<file path="config.mk">
export PLATFORM = sky130hd
export DESIGN_NAME = memory_access_stage
export DESIGN_NICKNAME = d
export VERILOG_FILES = /design/src/rtl/memory_access_stage.sv
export SDC_FILE = /design/constraint.sdc
export NUM_CORES = 1
export LEC_CHECK = 0
export CAP_MARGIN = 30
export CELL_PAD_IN_SITES_DETAIL_PLACEMENT = 0
export CELL_PAD_IN_SITES_GLOBAL_PLACEMENT = 1
export CORE_AREA = 3 3 204 206
export CTS_BUF_LIST = sky130_fd_sc_hd__clkbuf_8
export DETAILED_ROUTE_END_ITERATION = 12
export DIE_AREA = 0 0 207 209
export GPL_TIMING_DRIVEN = 1
export HOLD_SLACK_MARGIN = 0.12
export MAX_ROUTING_LAYER = met4
export PLACE_DENSITY = 0.71
export SKIP_CTS_REPAIR_TIMING = 1
export SLEW_MARGIN = 40
export SYNTH_ARGS = -nofsm -noshare
export SYNTH_HDL_FRONTEND = slang
export SYNTH_SLANG_ARGS = --single-unit
</file>
<file path="constraint.sdc">
create_clock -name clk -period 4.09 [get_ports clk]
set_clock_uncertainty 0.2 [all_clocks]
set_input_delay 0.818 -clock clk [delete_from_list [all_inputs] [get_ports clk]]
set_output_delay 0.818 -clock clk [all_outputs]
set_load 0.03 [all_outputs]
</file>
<file path="src/rtl/memory_access_stage.sv">
`timescale 1ns/1ps
// -----------------------------------------------------------------------------
// memory_access_stage
// MEM stage of a 5-stage RV32I pipeline. It latches the EX results, performs
// loads and stores over a request/response data-memory port, and hands the
// result plus commit information to write-back.
//
// Handshakes (both sides use the same valid/ready rule):
//   A transfer happens on a rising clk edge where the producer's valid and the
//   consumer's ready/allow are both high. Once valid is raised the producer
//   holds it and its payload stable until that transfer edge.
//   EX  -> MEM : e_to_m_valid / m_allow_in
//   MEM -> WB  : m_to_w_valid / w_allow_in
//   MEM -> dmem: dmem_req_valid / dmem_req_ready (exactly one request per op)
//   dmem -> MEM: dmem_rsp_valid (no ready; honoured only while waiting)
//
// Ports
//   clk, rst_n                  clock, asynchronous active-low reset
//   e_to_m_valid, m_allow_in    EX-side handshake
//   m_valid                     MEM register holds an instruction
//   E_*                         decoded fields and pass-through data from EX
//   M_*                         registered copies of E_* toward WB
//   m_valM                      extended load data, 0 for non-loads
//   m_to_w_valid, w_allow_in    WB-side handshake
//   dmem_*                      data-memory request/response port
//   m_misalign                  misaligned-access flag
//   m_fsm_state                 current access FSM state (debug)
//
// Optional feature: define MEM_MISALIGN_CHK_EN to trap misaligned halfword and
// word accesses (no request issued, m_misalign raised with the result).
// Without it the low address bits below the access size are ignored.
// -----------------------------------------------------------------------------
module memory_access_stage #(
   parameter logic [6:0] LOAD_OP  = 7'b0000011,
   parameter logic [6:0] STORE_OP = 7'b0100011
) (
   input  logic        clk,
   input  logic        rst_n,
   input  logic        e_to_m_valid,
   output logic        m_allow_in,
   output logic        m_valid,
   input  logic [6:0]  E_opcode,
   input  logic [2:0]  E_funct3,
   input  logic [4:0]  E_rd,
   input  logic [31:0] E_valE,
   input  logic [31:0] E_valB,
   input  logic [31:0] E_default_pc,
   input  logic [31:0] E_cur_pc,
   input  logic [31:0] E_instr,
   input  logic [31:0] E_pred_pc,
   input  logic        E_commit,
   output logic [6:0]  M_opcode,
   output logic [4:0]  M_rd,
   output logic [31:0] M_valE,
   output logic [31:0] M_default_pc,
   output logic [31:0] M_cur_pc,
   output logic [31:0] M_instr,
   output logic [31:0] M_pred_pc,
   output logic        M_commit,
   output logic [31:0] m_valM,
   output logic        m_to_w_valid,
   input  logic        w_allow_in,
   output logic        dmem_req_valid,
   input  logic        dmem_req_ready,
   output logic [31:0] dmem_addr,
   output logic        dmem_we,
   output logic [3:0]  dmem_wstrb,
   output logic [31:0] dmem_wdata,
   input  logic        dmem_rsp_valid,
   input  logic [31:0] dmem_rdata,
   output logic        m_misalign,
   output logic [1:0]  m_fsm_state
);

   typedef enum logic [1:0] {
      IDLE = 2'd0,
      REQ  = 2'd1,
      WAIT = 2'd2,
      DONE = 2'd3
   } state_t;

   state_t      state;
   state_t      state_nxt;
   logic        m_ready_go;
   logic [2:0]  funct3_q;
   logic [31:0] valb_q;
   logic [31:0] rdata_buf;
   logic        is_load;
   logic        is_store;
   logic        is_mem;
   logic        misalign;
   logic [1:0]  lane;
   logic [7:0]  byte_sel;
   logic [15:0] half_sel;

   assign is_load  = (M_opcode == LOAD_OP);
   assign is_store = (M_opcode == STORE_OP);
   assign is_mem   = is_load | is_store;
   assign lane     = M_valE[1:0];

`ifdef MEM_MISALIGN_CHK_EN
   // funct3[1:0]: 00 byte, 01 halfword, 10 word (unsigned loads share the low bits)
   assign misalign = is_mem & (((funct3_q[1:0] == 2'b01) & M_valE[0]) |
                               ((funct3_q[1:0] == 2'b10) & (M_valE[1:0] != 2'b00)));
   assign m_misalign = m_to_w_valid & misalign;
`else
   assign misalign   = 1'b0;
   assign m_misalign = 1'b0;
`endif

   assign m_allow_in   = ~m_valid | (m_ready_go & w_allow_in);
   assign m_to_w_valid = m_valid & m_ready_go;
   assign m_fsm_state  = state;

   // Pipeline register. M_* only moves when the stage accepts a new valid
   // instruction, which also keeps the dmem request payload stable.
   always_ff @(posedge clk or negedge rst_n) begin
      if (!rst_n) begin
         m_valid      <= 1'b0;
         M_opcode     <= '0;
         M_rd         <= '0;
         M_valE       <= '0;
         M_default_pc <= '0;
         M_cur_pc     <= '0;
         M_instr      <= '0;
         M_pred_pc    <= '0;
         M_commit     <= 1'b0;
         funct3_q     <= '0;
         valb_q       <= '0;
      end else if (m_allow_in) begin
         m_valid <= e_to_m_valid;
         if (e_to_m_valid) begin
            M_opcode     <= E_opcode;
            M_rd         <= E_rd;
            M_valE       <= E_valE;
            M_default_pc <= E_default_pc;
            M_cur_pc     <= E_cur_pc;
            M_instr      <= E_instr;
            M_pred_pc    <= E_pred_pc;
            M_commit     <= E_commit;
            funct3_q     <= E_funct3;
            valb_q       <= E_valB;
         end
      end
   end

   always_ff @(posedge clk or negedge rst_n) begin
      if (!rst_n) begin
         state <= IDLE;
      end else begin
         state <= state_nxt;
      end
   end

   // Responses are only captured in WAIT; anything arriving in other states
   // (e.g. left over from before a reset) is dropped.
   always_ff @(posedge clk or negedge rst_n) begin
      if (!rst_n) begin
         rdata_buf <= '0;
      end else if ((state == WAIT) && dmem_rsp_valid) begin
         rdata_buf <= dmem_rdata;
      end
   end

   always_comb begin
      state_nxt      = state;
      m_ready_go     = 1'b0;
      dmem_req_valid = 1'b0;
      case (state)
         IDLE: begin
            if (m_valid) begin
               if (!is_mem) begin
                  m_ready_go = 1'b1;
               end else if (misalign) begin
                  state_nxt = DONE;
               end else begin
                  state_nxt = REQ;
               end
            end
         end
         REQ: begin
            dmem_req_valid = 1'b1;
            if (dmem_req_ready) begin
               // stores are posted: no response is awaited
               state_nxt = is_store ? DONE : WAIT;
            end
         end
         WAIT: begin
            if (dmem_rsp_valid) begin
               state_nxt = DONE;
            end
         end
         DONE: begin
            m_ready_go = 1'b1;
            if (w_allow_in) begin
               state_nxt = IDLE;
            end
         end
         default: state_nxt = IDLE;
      endcase
   end

   assign dmem_addr = {M_valE[31:2], 2'b00};
   assign dmem_we   = is_store;

   always_comb begin
      dmem_wstrb = 4'b0000;
      dmem_wdata = valb_q;
      if (is_store) begin
         case (funct3_q[1:0])
            2'b00: begin
               dmem_wstrb = 4'b0001 << lane;
               dmem_wdata = {4{valb_q[7:0]}};
            end
            2'b01: begin
               dmem_wstrb = 4'b0011 << {lane[1], 1'b0};
               dmem_wdata = {2{valb_q[15:0]}};
            end
            default: begin
               dmem_wstrb = 4'b1111;
               dmem_wdata = valb_q;
            end
         endcase
      end
   end

   assign byte_sel = rdata_buf[{lane, 3'b000} +: 8];
   assign half_sel = rdata_buf[{lane[1], 4'b0000} +: 16];

   always_comb begin
      m_valM = '0;
      if (is_load && !misalign) begin
         case (funct3_q)
            3'b000:  m_valM = {{24{byte_sel[7]}}, byte_sel};
            3'b001:  m_valM = {{16{half_sel[15]}}, half_sel};
            3'b010:  m_valM = rdata_buf;
            3'b100:  m_valM = {24'b0, byte_sel};
            3'b101:  m_valM = {16'b0, half_sel};
            default: m_valM = '0;
         endcase
      end
   end

endmodule
</file>
==> flow_metrics.tcl, run 1 <==
set metrics [dict create \
    ioPinCount 527 \
    cpMaxStageDelayCell "clkdlybuf4s50_1" \
    final-setup-viol-count 0 \
    synthAdderAreaFrac_pct 0.567 \
    final.setup.worst_slack_ns 0.262 \
    synth_top_family_by_area "multiplexers" \
    vias 7879 \
    cts_tree "yes" \
    grt_pass1_vias 8798 \
    synth-compound-area-share_pct 4.15 \
    die_w_microns 207 \
    h-tree-depth 2 \
    syn_area_per_cell_sq_um 14.7 \
    fin_hold_ws_ns 0.303 \
    critPathBufInv 2 \
    cp-end-kind "output port" \
    drive_above_1_share_pct 27.9 \
    yosys.area_share.simple_pct 2.44 \
    crit_family "buffers and inverters" \
    cp_slowest_stage_delay_ns 0.71 \
    grt_max_degree 74 \
    ys_seq_area_share_pct 55.1 \
    ys_warn_count 0 \
    drt_iter0_markers 299 \
    syn_inst 749 \
    fin_crit_ns 3.83 \
    wl_per_cell_microns 20.3 \
    drc 0 \
    cp_max_fo 20 \
    antenna_found_initial 5 \
    clkTransAtPathRegs_ns 0.06 \
    synthMuxAreaShare_pct 32.1 \
    rsz0062_at_grt "false" \
    clockRootBuffer "clkbuf_8" \
    initial_core_util_pct 27.7 \
    antenna_left 0 \
    cp.required_ns 3.07 \
    critPathLaunchType "register" \
    syn_to_final_growth_pct 59.6 \
    placementRows 73 \
    io_buffers 523 \
    place_ws_ns 0.510 \
    switching_power_w 0.00663 \
    max_slew_margin_pct 57.4 \
    synth_cell_types 37 \
    clock_power_share_pct 15.0 \
    maxSlewViolCount 0 \
    finalSetupTns_ns 0 \
    clock_path_buffers 3 \
    max_cap_violations 0 \
    vias_per_cell 4.31 \
    swShare_pct 41.2 \
    power.density_mw_per_mm2 913 \
    first_pass_iters 5 \
    synth_xor_area_share_pct 0 \
    seq_power_share_pct 28.7 \
    clock_latency_ns 0.59 \
    ys_seq_elements 243 \
    numCtsBuffers 46 \
    mostFrequentLayoutCells "501 x clkdlybuf4s50_1, 243 x dfrtp_1, 141 x mux2_2, 120 x mux2_4, 62 x clkbuf_8" \
    gp_congestion 0.849 \
    gr-total-overflow 0 \
    hp-class "register to register" \
    clock.fmax_mhz 261 \
    wirelength_microns 37100 \
    synth_area_sq_mm 0.0110 \
    crit_chain "nor3b_2, buf_4, a21o_1, nand2_1, a21oi_1, clkdlybuf4s50_1" \
    worst_pin_slew_ns 0.637 \
    die_h_microns 209 \
    die_area_sq_mm 0.0433 \
    status "finished, final reports clean" \
    vdd_drop_max_mv 0.489 \
    worst-setup-path-type "register to output port" \
    p_int_w 0.00946 \
    finalNetCount 1514 \
    final_common_cell "clkdlybuf4s50_1" \
    grt_util_all_layers_pct 17.1 \
    finalCritPeriodShare_pct 93.6 \
    core_sq_mm 0.0398 \
    pwr-share-comb_pct 56.3 \
    finalHoldViolCount 0 \
    clock-sinks 243 \
    grt_pass1_wl_microns 55600 \
    p_leak_nw 8.02 \
    crit_arrival_ns 2.81 \
    hpwl_microns 28300 \
]
state kept, by name, indices dropped and copies added (netlist names):
| register | flops |
|---|---|
| rdata_buf | 32 |
| m_valid | 1 |
| M_opcode | 7 |
| M_default_pc | 32 |
| M_valE | 32 |
| valb_q | 32 |
| M_pred_pc | 32 |
| M_instr | 32 |
| M_commit | 1 |
| M_cur_pc | 32 |
| M_rd | 5 |
| funct3_q | 3 |
| m_fsm_state | 2 |
final timing paths:
kind / start / endpoint / slack [ns] / cells past startpoint
worst max-delay path: funct3_q[1] / m_valM[5] / 0.26 / 6
worst min-delay path: M_rd[1] / M_rd[1] / 0.30 / 1
worst max register to register: m_fsm_state[1] / M_cur_pc[31] / 1.31 / 7
worst min register to register: M_rd[1] / M_rd[1] / 0.30 / 1
max in group asynchronous: rst_n / valb_q[21] / 2.25 / 3
min in group asynchronous: rst_n / rdata_buf[26] / 0.61 / 2
metrics by stage:
step,std cells,total power [W],area [sq um],utilization (%)
after floorplan,751,0.0103,11000,-
after global placement,1738,0.0137,16600,41.6
after detailed placement,1739,0.0138,16600,41.7
after CTS,1821,0.0163,17500,44.0
after global routing,1825,0.0169,17600,44.2
final,1826,0.0161,17600,44.2
cell type report:
type	count	area, sq um
inverter	10	37.5
antenna	4	10.0
timing repair buffer	544	5510
sequential	243	6080
clock inverter	20	92.6
multi-input combinational	418	4370
fill	3740	22200
clock buffer	62	853
tap	525	657
power groups by stage:
stage               registers [W]  logic [W]  clock network (W)
floorplan                 0.00614    0.00417                  0
global placement          0.00461    0.00911                  0
detailed placement        0.00461    0.00916                  0
CTS                       0.00463    0.00917            0.00251
global route              0.00480    0.00948            0.00262
finish                    0.00462    0.00906            0.00241
metal layers:
metal  routed length (microns)  vias up  track usage [%]
met3                      3220       52             6.34
met4                       787        0             5.03
li1                          -     3640                -
met2                     18000      338             27.8
met1                     15100     3849             20.0
met5                         0        -                -
kinds of logic (layout without fill, tap and decap cells):
| family | after synthesis | count (layout) |
|---|---|---|
| buffers and inverters | 90 | 636 |
| AOI/OAI and AO/OA | 76 | 76 |
| adders and majority gates | 5 | 5 |
| DFF | 243 | 243 |
| other | 1 | 7 |
| and+or+nand+nor | 60 | 60 |
| muxes | 274 | 274 |
synthesized netlist by cell type, drive strengths merged:
library cell / instances / area (sq um)
mux2: 261 / 3390
dfrtp: 243 / 6080
buf: 72 / 549
a21oi: 38 / 190
nand2: 36 / 135
a22oi: 14 / 105
mux2i: 11 / 110
o21ai: 11 / 55.1
inv: 10 / 37.5
nor2: 10 / 37.5
clkbuf: 8 / 30.0
ha: 5 / 62.6
a21o: 3 / 22.5
a211oi: 2 / 20.0
a31o: 2 / 17.5
and2: 2 / 12.5
mux4: 2 / 45.0
nand2b: 2 / 12.5
nor3: 2 / 10.0
nor3b: 2 / 15.0
o211ai: 2 / 15.0
a222oi: 1 / 10.0
a31oi: 1 / 6.26
a32oi: 1 / 8.76
and3: 1 / 6.26
and4bb: 1 / 16.3
conb: 1 / 3.75
nand3: 1 / 5.00
nand4: 1 / 6.26
nor2b: 1 / 6.26
o21a: 1 / 7.51
or2: 1 / 6.26
worst reg2reg max path, cell delays in order, from the launching register on:
cell and delay (ns):
dfrtp_1 0.43, ha_1 0.26, nor3_1 0.20, a211oi_2 0.17, a31oi_4 0.28, buf_12 0.22, buf_4 0.50, mux2_2 0.41
No activity file was read; power rests on OpenSTA's default activity.
==> inputs of run 2 (changes only) <==
- ABC_CLOCK_PERIOD_IN_PS: not set -> 4090
- PLACE_DENSITY: 0.71 -> not set
- PLACE_DENSITY_LB_ADDON: not set -> 0.1
- REMOVE_ABC_BUFFERS: not set -> 1
==> flow_metrics.tcl, run 2 (synthesis results as in run 1) <==
set metrics [dict create \
    timing.rr.end "M_pred_pc[5]" \
    die_area_sq_mm 0.0433 \
    hpwl_microns 30700 \
    rr_worst_depth 7 \
    clock_latency_ns 0.60 \
    crit_chain "buf_4, inv_1, nor2_1, a22oi_1, a21oi_1, clkdlybuf4s50_1" \
    p_leak_nw 7.86 \
    cp-end-kind "output port" \
    antenna_found_initial 9 \
    grt_util_all_layers_pct 18.8 \
    vias 7879 \
    status "finished, final reports clean" \
    die_w_microns 207 \
    syn_to_final_growth_pct 59.7 \
    finalHoldViolCount 0 \
    cp.required_ns 3.07 \
    r2r_start "m_fsm_state[1]" \
    drt_iter0_markers 328 \
    h-tree-depth 2 \
    clock_power_share_pct 14.5 \
    cpMaxStageDelayCell "clkdlybuf4s50_1" \
    clock-sinks 243 \
    first_pass_iters 4 \
    fin_area_sq_mm 0.0176 \
    ioPinCount 527 \
    fin_crit_ns 3.92 \
    grt_max_degree 98 \
    placed_area_sq_mm 0.0166 \
    cp_slowest_stage_delay_ns 0.69 \
    max_cap_violations 0 \
    maxSlewViolCount 0 \
    clockRootBuffer "clkbuf_8" \
    clock.fmax_mhz 255 \
    place_ws_ns 0.491 \
    finalSetupTns_ns 0 \
    hp-class "register to register" \
    mostFrequentLayoutCells "507 x clkdlybuf4s50_1, 243 x dfrtp_1, 141 x mux2_2, 120 x mux2_4, 59 x clkbuf_8" \
    switching_power_w 0.00665 \
    grt_pass1_vias 8737 \
    die_h_microns 209 \
    initial_core_util_pct 27.7 \
    worstSetupStartpoint "M_valE[1]" \
    numCtsBuffers 47 \
    swShare_pct 41.4 \
    cts_tree "yes" \
    final-setup-viol-count 0 \
    seq_power_share_pct 28.6 \
    cp_max_fo 11 \
    clock_path_buffers 3 \
    final_common_cell "clkdlybuf4s50_1" \
    num-fill-cells 3749 \
    p_int_w 0.00940 \
    core_sq_mm 0.0398 \
    gr-total-overflow 0 \
    antenna_left 0 \
    rsz0062_at_grt "false" \
    placementRows 73 \
    fin_cells 1829 \
    drive_above_1_share_pct 27.7 \
    vias_per_cell 4.31 \
    crit_arrival_ns 2.90 \
    finalNetCount 1515 \
    crit_family "buffers and inverters" \
    worst_pin_slew_ns 0.641 \
    power.density_mw_per_mm2 911 \
    max_slew_margin_pct 57.1 \
    place_inst 1738 \
    drc 0 \
    io_buffers 523 \
    wl_per_cell_microns 22.1 \
    crit_end "m_valM[9]" \
    critPathBufInv 3 \
    clkTransAtPathRegs_ns 0.06 \
    crit_cells 6 \
    vdd_drop_max_mv 0.592 \
    wirelength_microns 40500 \
    worst-setup-path-type "register to output port" \
    reg2reg_slack_ns 1.38 \
    pwr-share-comb_pct 56.9 \
    finalCritPeriodShare_pct 95.8 \
    grt_pass1_wl_microns 59500 \
    critPathLaunchType "register" \
    gp_congestion 0.759 \
    final.setup.worst_slack_ns 0.170 \
]
## run 2: cell types whose count changed in the layout (fill, tap and decap cells not counted), moves of 2 or more
| cell | delta |
|---|---|
| clkdlybuf4s50_1 | +6 |
| dlymetal6s2s_1 | -10 |
| diode_2 | +6 |
| inv_6 | -2 |
| inv_1 | +6 |
| clkinv_2 | -3 |
| buf_12 | +5 |
| clkbuf_8 | -3 |
## run 2: power by group through the flow
stage / logic [W] / clock network (W) / registers (W)
floorplan: 0.00347 / 0 / 0.00657
global placement: 0.00924 / 0 / 0.00458
detailed placement: 0.00925 / 0 / 0.00458
CTS: 0.00927 / 0.00245 / 0.00460
global route: 0.00958 / 0.00256 / 0.00478
finish: 0.00914 / 0.00232 / 0.00459
## run 2: area by class of cell
class	instances	area, sq um	area share [%]
diodes	10	25.0	0.142
clock buffers	59	812	4.61
clock inverters	20	75.1	0.426
inverters	10	37.5	0.213
multi-input cells	418	4370	24.8
flip-flops and latches	243	6080	34.5
well taps	525	657	3.73
repair buffers	544	5560	31.6
## run 2: worst register-to-register path, stage by stage (launching register included)
cell and delay (ns):
dfrtp_1 0.43, ha_1 0.24, nor3_1 0.19, a211oi_2 0.15, a31oi_4 0.29, buf_12 0.32, buf_4 0.42, mux2_4 0.34
## run 2: metrics by stage
stage,total power (W),util [%],hold slack (ns)
2_1_floorplan,0.0100,-,0.274
3_3_place_gp,0.0138,41.8,0.285
3_5_place_dp,0.0138,41.8,0.290
4_1_cts,0.0163,44.0,0.0563
5_1_grt,0.0169,44.2,0.312
6_report,0.0161,44.3,0.301
## run 2: routing by layer
| metal | share of wire, % | GRT usage (%) | up-vias |
|---|---|---|---|
| li1 | - | - | 3650 |
| met1 | 37 | 20.2 | 3830 |
| met2 | 50 | 30.9 | 344 |
| met3 | 11 | 8.95 | 55 |
| met4 | 2.1 | 5.71 | 0 |
| met5 | 0 | - | - |
## run 2: worst min-delay path by stage
stage | from | to | slack (ns) | depth (start not counted)
final | valb_q[22] | valb_q[22] | 0.30 | 1
after global routing | M_instr[17] | M_instr[17] | 0.31 | 1
after CTS | rst_n | M_cur_pc[11] | 0.06 | 1
after detailed placement | valb_q[16] | valb_q[16] | 0.29 | 1
after global placement | valb_q[22] | valb_q[22] | 0.28 | 1
after floorplan | valb_q[16] | valb_q[16] | 0.27 | 1
